$ cat src/rtl/mouse_tracker.sv
// mouse_tracker: PS/2 mouse host controller. Runs the device init script
// (reset, optional IntelliMouse wheel probe, enable streaming), then
// assembles 3- or 4-byte movement packets into a clamped cursor position,
// button state and wheel delta.
module mouse_tracker #(
  parameter int SCREEN_W  = 640,
  parameter int SCREEN_H  = 480,
  parameter int POS_W     = 10,
  parameter int INIT_X    = 100,
  parameter int INIT_Y    = 100,
  parameter int WHEEL_EN  = 0,
  parameter int SKIP_INIT = 0,
  parameter int TIMEOUT   = 2_000_000
) (
  input  logic             clk,
  input  logic             rst,
  input  logic [7:0]       rx_data,
  input  logic             rx_done_tick,
  input  logic             tx_done_tick,
  output logic             tx_wr,
  output logic [7:0]       tx_din,
  output logic [POS_W-1:0] cursor_x,
  output logic [POS_W-1:0] cursor_y,
  output logic [2:0]       btn,
  output logic [3:0]       wheel,
  output logic             packet_valid,
  output logic             streaming,
  output logic             wheel_active
);

  localparam int       TMR_W     = $clog2(TIMEOUT + 1);
  localparam int       SW        = POS_W + 2;
  localparam bit       WHEEL_ON  = (WHEEL_EN != 0);
  localparam bit       SKIP_ON   = (SKIP_INIT != 0);
  localparam logic [4:0] LAST_STEP = WHEEL_ON ? 5'd20 : 5'd5;

  // Script step kinds: write a command, read an exact reply, read the device id.
  localparam logic [1:0] KIND_WR = 2'd0;
  localparam logic [1:0] KIND_RD = 2'd1;
  localparam logic [1:0] KIND_ID = 2'd2;

  typedef enum logic {M_SCRIPT = 1'b0, M_PACKET = 1'b1} mode_e;

  // Script table {kind, code}. Without the wheel probe, steps 4 and 5 jump
  // straight to the final "enable streaming" pair at entries 19 and 20.
  function automatic logic [9:0] script_entry(input logic [4:0] step);
    logic [4:0] s;
    if (!WHEEL_ON && (step >= 5'd4)) s = step + 5'd15;
    else                             s = step;
    case (s)
      5'd0:    script_entry = {KIND_WR, 8'hFF};
      5'd1:    script_entry = {KIND_RD, 8'hFA};
      5'd2:    script_entry = {KIND_RD, 8'hAA};
      5'd3:    script_entry = {KIND_RD, 8'h00};
      5'd4:    script_entry = {KIND_WR, 8'hF3};
      5'd5:    script_entry = {KIND_RD, 8'hFA};
      5'd6:    script_entry = {KIND_WR, 8'hC8};
      5'd7:    script_entry = {KIND_RD, 8'hFA};
      5'd8:    script_entry = {KIND_WR, 8'hF3};
      5'd9:    script_entry = {KIND_RD, 8'hFA};
      5'd10:   script_entry = {KIND_WR, 8'h64};
      5'd11:   script_entry = {KIND_RD, 8'hFA};
      5'd12:   script_entry = {KIND_WR, 8'hF3};
      5'd13:   script_entry = {KIND_RD, 8'hFA};
      5'd14:   script_entry = {KIND_WR, 8'h50};
      5'd15:   script_entry = {KIND_RD, 8'hFA};
      5'd16:   script_entry = {KIND_WR, 8'hF2};
      5'd17:   script_entry = {KIND_RD, 8'hFA};
      5'd18:   script_entry = {KIND_ID, 8'h00};
      5'd19:   script_entry = {KIND_WR, 8'hF4};
      5'd20:   script_entry = {KIND_RD, 8'hFA};
      default: script_entry = {KIND_RD, 8'hFA};
    endcase
  endfunction

  // Saturate a signed wide sum into 0..hi.
  function automatic logic [POS_W-1:0] clamp(input logic signed [SW-1:0] v, input int hi);
    logic signed [SW-1:0] hi_s;
    hi_s = SW'(hi);
    if (v[SW-1])        clamp = '0;
    else if (v > hi_s)  clamp = hi_s[POS_W-1:0];
    else                clamp = v[POS_W-1:0];
  endfunction

  mode_e            mode_q, mode_d;
  logic [4:0]       step_q, step_d;
  logic [1:0]       idx_q, idx_d;
  logic [7:0]       b0_q, b0_d, b1_q, b1_d, b2_q, b2_d;
  logic [TMR_W-1:0] tmr_q, tmr_d;
  logic [POS_W-1:0] x_q, x_d, y_q, y_d;
  logic [2:0]       btn_q, btn_d;
  logic [3:0]       wheel_q, wheel_d;
  logic             pv_q, pv_d;
  logic             tx_wr_q, tx_wr_d;
  logic [7:0]       tx_din_q, tx_din_d;
  logic             streaming_q, streaming_d;
  logic             wa_q, wa_d;

  logic [9:0]           cur_entry, nxt_entry;
  logic [1:0]           cur_kind;
  logic [7:0]           cur_code;
  logic                 any_tick, counting, to_hit, fire;
  logic                 adv, restart, do_apply;
  logic [7:0]           pkt_b2;
  logic [8:0]           dx9, dy9;
  logic signed [SW-1:0] dx_ext, dy_ext, x_sum, y_sum;

  assign cur_entry = script_entry(step_q);
  assign cur_kind  = cur_entry[9:8];
  assign cur_code  = cur_entry[7:0];
  assign any_tick  = rx_done_tick | tx_done_tick;
  assign counting  = (mode_q == M_SCRIPT) || (idx_q != 2'd0);
  assign to_hit    = (tmr_q == TMR_W'(TIMEOUT - 1));
  assign fire      = counting && !any_tick && to_hit;

  // In 3-byte mode the third byte is still on rx_data when the packet is applied.
  assign pkt_b2 = (idx_q == 2'd2) ? rx_data : b2_q;
  assign dx9    = {b0_q[4], b1_q};
  assign dy9    = {b0_q[5], pkt_b2};
  assign dx_ext = b0_q[6] ? '0 : {{(SW-9){dx9[8]}}, dx9};
  assign dy_ext = b0_q[7] ? '0 : {{(SW-9){dy9[8]}}, dy9};
  assign x_sum  = $signed({2'b00, x_q}) + dx_ext;
  assign y_sum  = $signed({2'b00, y_q}) - dy_ext;

  // Next-state: init script sequencing, packet assembly, timeout and cursor update.
  always_comb begin
    mode_d      = mode_q;
    step_d      = step_q;
    idx_d       = idx_q;
    b0_d        = b0_q;
    b1_d        = b1_q;
    b2_d        = b2_q;
    x_d         = x_q;
    y_d         = y_q;
    btn_d       = btn_q;
    wheel_d     = wheel_q;
    pv_d        = 1'b0;
    tx_wr_d     = tx_wr_q;
    tx_din_d    = tx_din_q;
    streaming_d = streaming_q;
    wa_d        = wa_q;
    adv         = 1'b0;
    restart     = 1'b0;
    do_apply    = 1'b0;
    nxt_entry   = cur_entry;

    if (any_tick || !counting || to_hit) tmr_d = '0;
    else                                 tmr_d = tmr_q + TMR_W'(1);

    if (mode_q == M_SCRIPT) begin
      case (cur_kind)
        KIND_WR: begin
          adv     = tx_done_tick;
          restart = fire;
        end
        KIND_RD: begin
          adv     = rx_done_tick && (rx_data == cur_code);
          restart = (rx_done_tick && (rx_data != cur_code)) || fire;
        end
        KIND_ID: begin
          adv     = rx_done_tick;
          restart = fire;
          if (rx_done_tick) wa_d = (rx_data == 8'h03);
          else              wa_d = wa_q;
        end
        default: begin
          adv     = 1'b0;
          restart = 1'b1;
        end
      endcase

      if (restart) begin
        step_d = 5'd0;
        wa_d   = 1'b0;
      end else if (adv) begin
        if (step_q == LAST_STEP) begin
          mode_d      = M_PACKET;
          step_d      = 5'd0;
          idx_d       = 2'd0;
          streaming_d = 1'b1;
        end else begin
          step_d = step_q + 5'd1;
        end
      end else begin
        step_d = step_q;
      end
    end else begin
      if (rx_done_tick) begin
        case (idx_q)
          2'd0: begin
            if (rx_data[3]) begin
              b0_d  = rx_data;
              idx_d = 2'd1;
            end else begin
              idx_d = 2'd0;
            end
          end
          2'd1: begin
            b1_d  = rx_data;
            idx_d = 2'd2;
          end
          2'd2: begin
            if (wa_q) begin
              b2_d  = rx_data;
              idx_d = 2'd3;
            end else begin
              do_apply = 1'b1;
              idx_d    = 2'd0;
            end
          end
          2'd3: begin
            do_apply = 1'b1;
            idx_d    = 2'd0;
          end
          default: idx_d = 2'd0;
        endcase
      end else if (fire) begin
        idx_d = 2'd0;
      end else begin
        idx_d = idx_q;
      end
    end

    if (do_apply) begin
      x_d     = clamp(x_sum, SCREEN_W - 1);
      y_d     = clamp(y_sum, SCREEN_H - 1);
      btn_d   = b0_q[2:0];
      wheel_d = wa_q ? rx_data[3:0] : 4'h0;
      pv_d    = 1'b1;
    end else begin
      pv_d = 1'b0;
    end

    // tx_wr is a registered level: high for as long as the current step is a write.
    nxt_entry = script_entry(step_d);
    if ((mode_d == M_SCRIPT) && (nxt_entry[9:8] == KIND_WR)) begin
      tx_wr_d  = 1'b1;
      tx_din_d = nxt_entry[7:0];
    end else begin
      tx_wr_d  = 1'b0;
      tx_din_d = tx_din_q;
    end
  end

  // State and output registers with synchronous reset.
  always_ff @(posedge clk) begin
    if (rst) begin
      mode_q      <= SKIP_ON ? M_PACKET : M_SCRIPT;
      step_q      <= 5'd0;
      idx_q       <= 2'd0;
      b0_q        <= 8'h00;
      b1_q        <= 8'h00;
      b2_q        <= 8'h00;
      tmr_q       <= '0;
      x_q         <= POS_W'(INIT_X);
      y_q         <= POS_W'(INIT_Y);
      btn_q       <= 3'b000;
      wheel_q     <= 4'h0;
      pv_q        <= 1'b0;
      tx_wr_q     <= 1'b0;
      tx_din_q    <= 8'h00;
      streaming_q <= SKIP_ON;
      wa_q        <= 1'b0;
    end else begin
      mode_q      <= mode_d;
      step_q      <= step_d;
      idx_q       <= idx_d;
      b0_q        <= b0_d;
      b1_q        <= b1_d;
      b2_q        <= b2_d;
      tmr_q       <= tmr_d;
      x_q         <= x_d;
      y_q         <= y_d;
      btn_q       <= btn_d;
      wheel_q     <= wheel_d;
      pv_q        <= pv_d;
      tx_wr_q     <= tx_wr_d;
      tx_din_q    <= tx_din_d;
      streaming_q <= streaming_d;
      wa_q        <= wa_d;
    end
  end

  assign tx_wr        = tx_wr_q;
  assign tx_din       = tx_din_q;
  assign cursor_x     = x_q;
  assign cursor_y     = y_q;
  assign btn          = btn_q;
  assign wheel        = wheel_q;
  assign packet_valid = pv_q;
  assign streaming    = streaming_q;
  assign wheel_active = wa_q;

endmodule
$ cat config.mk
export PLATFORM = sky130hd
export DESIGN_NAME = mouse_tracker
export DESIGN_NICKNAME = d
export VERILOG_FILES = /design/src/rtl/mouse_tracker.sv
export SDC_FILE = /design/constraint.sdc
export NUM_CORES = 1
export LEC_CHECK = 0
export CAP_MARGIN = 20
export CORE_ASPECT_RATIO = 1.2
export CORE_MARGIN = 4
export CORE_UTILIZATION = 35
export DETAILED_ROUTE_END_ITERATION = 6
export MAX_ROUTING_LAYER = met4
export REMOVE_ABC_BUFFERS = 1
export SYNTH_ARGS = -nofsm -noshare
export SYNTH_HDL_FRONTEND = slang
export SYNTH_SLANG_ARGS = --single-unit
$ cat constraint.sdc
create_clock -name clk -period 15.65 [get_ports clk]
set_input_delay 3.13 -clock clk [delete_from_list [all_inputs] [get_ports clk]]
set_output_delay 3.13 -clock clk [all_outputs]
set_load 0.01 [all_outputs]
==> reports/results.tsv <==
metric	value	unit
Seq cells post-synth	91	
first-pass GRT wire length	26.47	mm
dpl ws	6998	ps
die width	129.9	um
Hold Vio Cnt, Final	0	
hold_buf cts	0	
hpwl dp	11.45	mm
n_diodes	0	
Die Y-Extent	154.3	um
initial antenna violation count	0	
fill cell count	1858	
post-synth top area cell	dfxtp_1	
Vias	5711	
total number of yosys warnings	0	
crit-path max FO	11	
Post-Route WL	15.82	mm
Max Cap Viol	0	
Reg2Reg Depth	19	
clk buf depth	2	
average cell area after synthesis	7.809	um2
setup TNS	0	ps
Initial Util	0.3564	
Peak VDD IR	0.00004974	V
Clock transition at path regs	70	ps
Routed WL per cell	15.13	um
top-area cell type share of the netlist area	0.2920	
Multi-input gate area	4088	um2
clock sinks	91	
synth top area cells	dfxtp_1 (29%), nor2_1 (5.9%), ha_1 (5.8%)	
share of layout cells above drive strength 1	0.06416	
Via-to-Cell Ratio	5.460	
Core Box Area	17510	um2
Final ANT Viol Nets	0	
GRT Residual Overflow	0	
top_reg_cell synth	dfxtp_1	
ys async rst share	0	
Reg area	1822	um2
Yosys cell types	82	
dpl cells	1030	
Synth Cell Area	6240	um2
DR DRC count	0	
Worst EP arrival	8520	ps
setup bufs post-CTS	0	
Gate Count Post-Synth	799	
slew at the pin closest to its max-slew limit	959.0	ps
most numerous cell in the Yosys netlist	nor2_1	
Final Skew	8.702	ps
final worst slack	7340	ps
pin count of the biggest net entering global routing	72	
vias in the first global route	5434	
crit-path cells	clkdlybuf4s50_1, nor2b_1, nor2_1, o2bb2ai_1, a311o_1, nor4_1, and4_1, a31oi_2, o31ai_4, clkinv_1, ha_1, nand2_1, nor3_1, a311o_1, or2_4, a221oi_2, mux2i_1, nor2_1	
register area share after synthesis	0.2920	
Final min period	8310	ps
CTS tree	built	
Buf/Inv on CP	2	
top cells by count, synth	nor2_1 (98), dfxtp_1 (91), nand2_1 (82)	
synthesis-to-layout area growth	14.02	%
Rows	53	
slowest stage delay, CP	710	ps
PortBufs	50	
post_cts resized	0	
EDFF count, synth	0	
RR Endpoint	tx_din[7]	
Root Driver	clkbuf_16	
Setup crit end kind	register	
leakage	2.704	nW
Worst Setup SP	rx_data[4]	
final worst path period share	0.5310	
routability cong.	0.9219	
status	finished clean	
Pins Over Slew Limit	0	
GRT Overall Usage	0.1662	
Worst Path Required	15860	ps
io pins	51	
Die ar.	20040	um2
RSZ-0062 raised after global routing	no	
initial drt markers	282	
Cell Pwr Density	90.39	nW/um2
H-tree Lvls	3	
critical path depth	18	
clk_lat worst skew	360	ps
final core occ	0.4064	
crit path capture	tx_din[7]	
relative slew slack	0.3598	
Setup Viol. Count Final	0	
Hold WC Path Type	register to register	
CP Class	input port to register	
Layout Nets	864	
CP top delay family	compound AO/OA/AOI/OAI gates	
slowest CP cell	a221oi_2	
kind of start point of the critical path	input port	
post-route insts no fill	1046	
Num CTS Buffers	9	
Fmax achieved	120.3	MHz
first-pass iteration count of the detailed router	5	
Worst R2R Start	step_q[0]	
Reg2Reg Setup Slack	8480	ps
[worst register-to-register path, stage by stage, from the launching register on]
cell       delay, ps
dfxtp_1          880
inv_1            340
ha_1             570
nor2b_1          350
a211oi_1          90
a2111oi_0        590
nor4_1           120
nor4_2           320
and4_1           410
a31oi_2          170
o31ai_4          490
clkinv_1         400
ha_1             410
nand2_1          130
nor3_1            70
a311o_1          350
or2_4            290
a221oi_2         710
mux2i_1          260
nor2_1            50
[registers in the layout, summed over array words and instances, names as in the netlist, 2 cells and up]
name / cells
btn: 3
idx_q: 2
b2_q: 8
step_q: 5
wheel: 4
b1_q: 8
cursor_x: 10
tx_din: 8
b0_q: 7
tmr_q: 21
cursor_y: 10
[cell families after synthesis]
group / count (synthesis) / share of synthesized area
and+or+nand+nor: 327 / 0.2625
muxes: 25 / 0.04111
DFF: 91 / 0.2920
adders and majority gates: 31 / 0.06457
AOI/OAI and AO/OA: 211 / 0.2322
buffers and inverters: 75 / 0.05293
xor gates and xnor gates: 39 / 0.05474
[final cells by class]
cell class,instances,area share
timing repair buffer,54,0.07387
inverter,32,0.01688
clock buffer,9,0.03166
multi-input combinational,633,0.5746
clock inverter,7,0.008266
sequential,91,0.2561
tap,220,0.03869
[per-stage QoR]
step	total power [mW]	instance area, um2	hold WS, ps
global route	0.6792	7114	460.5
floorplan	0.3782	6030	425.5
global placement	0.4327	6830	436.5
CTS	0.6505	7114	451.4
detailed placement	0.4325	6830	441.0
finish	0.6431	7114	449.9
[where the power goes]
part | leakage, nW | internal, mW | switching (mW) | total, mW
registers | 0.736 | 0.242 | 0.0111 | 0.253
logic | 1.82 | 0.0760 | 0.0984 | 0.174
clock network | 0.144 | 0.111 | 0.105 | 0.215
total | 2.70 | 0.429 | 0.214 | 0.643
[cells in the final DEF (no fill, tap or decap), types with 5 or more instances in the layout]
| master | Yosys | final |
|---|---|---|
| nor2_1 | 98 | 98 |
| nor4_1 | 7 | 7 |
| mux2i_1 | 23 | 23 |
| clkbuf_16 | 0 | 9 |
| inv_1 | 31 | 31 |
| and3_1 | 8 | 8 |
| ha_1 | 29 | 29 |
| a21o_1 | 12 | 12 |
| nand3_1 | 24 | 24 |
| nand2b_1 | 11 | 11 |
| nand2_1 | 82 | 82 |
| clkdlybuf4s50_1 | 0 | 49 |
| or3_1 | 11 | 11 |
| xnor2_1 | 22 | 22 |
| o21bai_1 | 7 | 7 |
| a31oi_1 | 6 | 6 |
| a21oi_1 | 63 | 63 |
| and2_1 | 6 | 6 |
| o21a_1 | 9 | 9 |
| xor2_1 | 17 | 17 |
| a21boi_0 | 5 | 5 |
| dfxtp_1 | 91 | 91 |
| nand4_1 | 6 | 6 |
| or2_2 | 7 | 7 |
| nor3_1 | 15 | 15 |
| o211ai_1 | 8 | 8 |
| nor2b_1 | 25 | 25 |
| nor4b_1 | 5 | 5 |
| o21ai_0 | 41 | 40 |
[how the worst min path moves through the flow]
stage                          from   endpoint  slack [ps]  depth (start not counted)
after floorplan             b0_q[1]     btn[1]         430                          2
final                     tx_din[6]  tx_din[6]         450                          2
after detailed placement  tx_din[6]  tx_din[6]         440                          2
after CTS                 tx_din[6]  tx_din[6]         450                          2
after global placement    tx_din[6]  tx_din[6]         440                          2
after global routing      tx_din[6]  tx_din[6]         460                          2
[per-layer routing]
metal  wire length (um)  GRT usage
met1               6922     0.1967
met2               7857     0.2789
met3                582    0.02763
met4                458    0.06683
met5                  0          -
(Power assumes the default switching activity.)
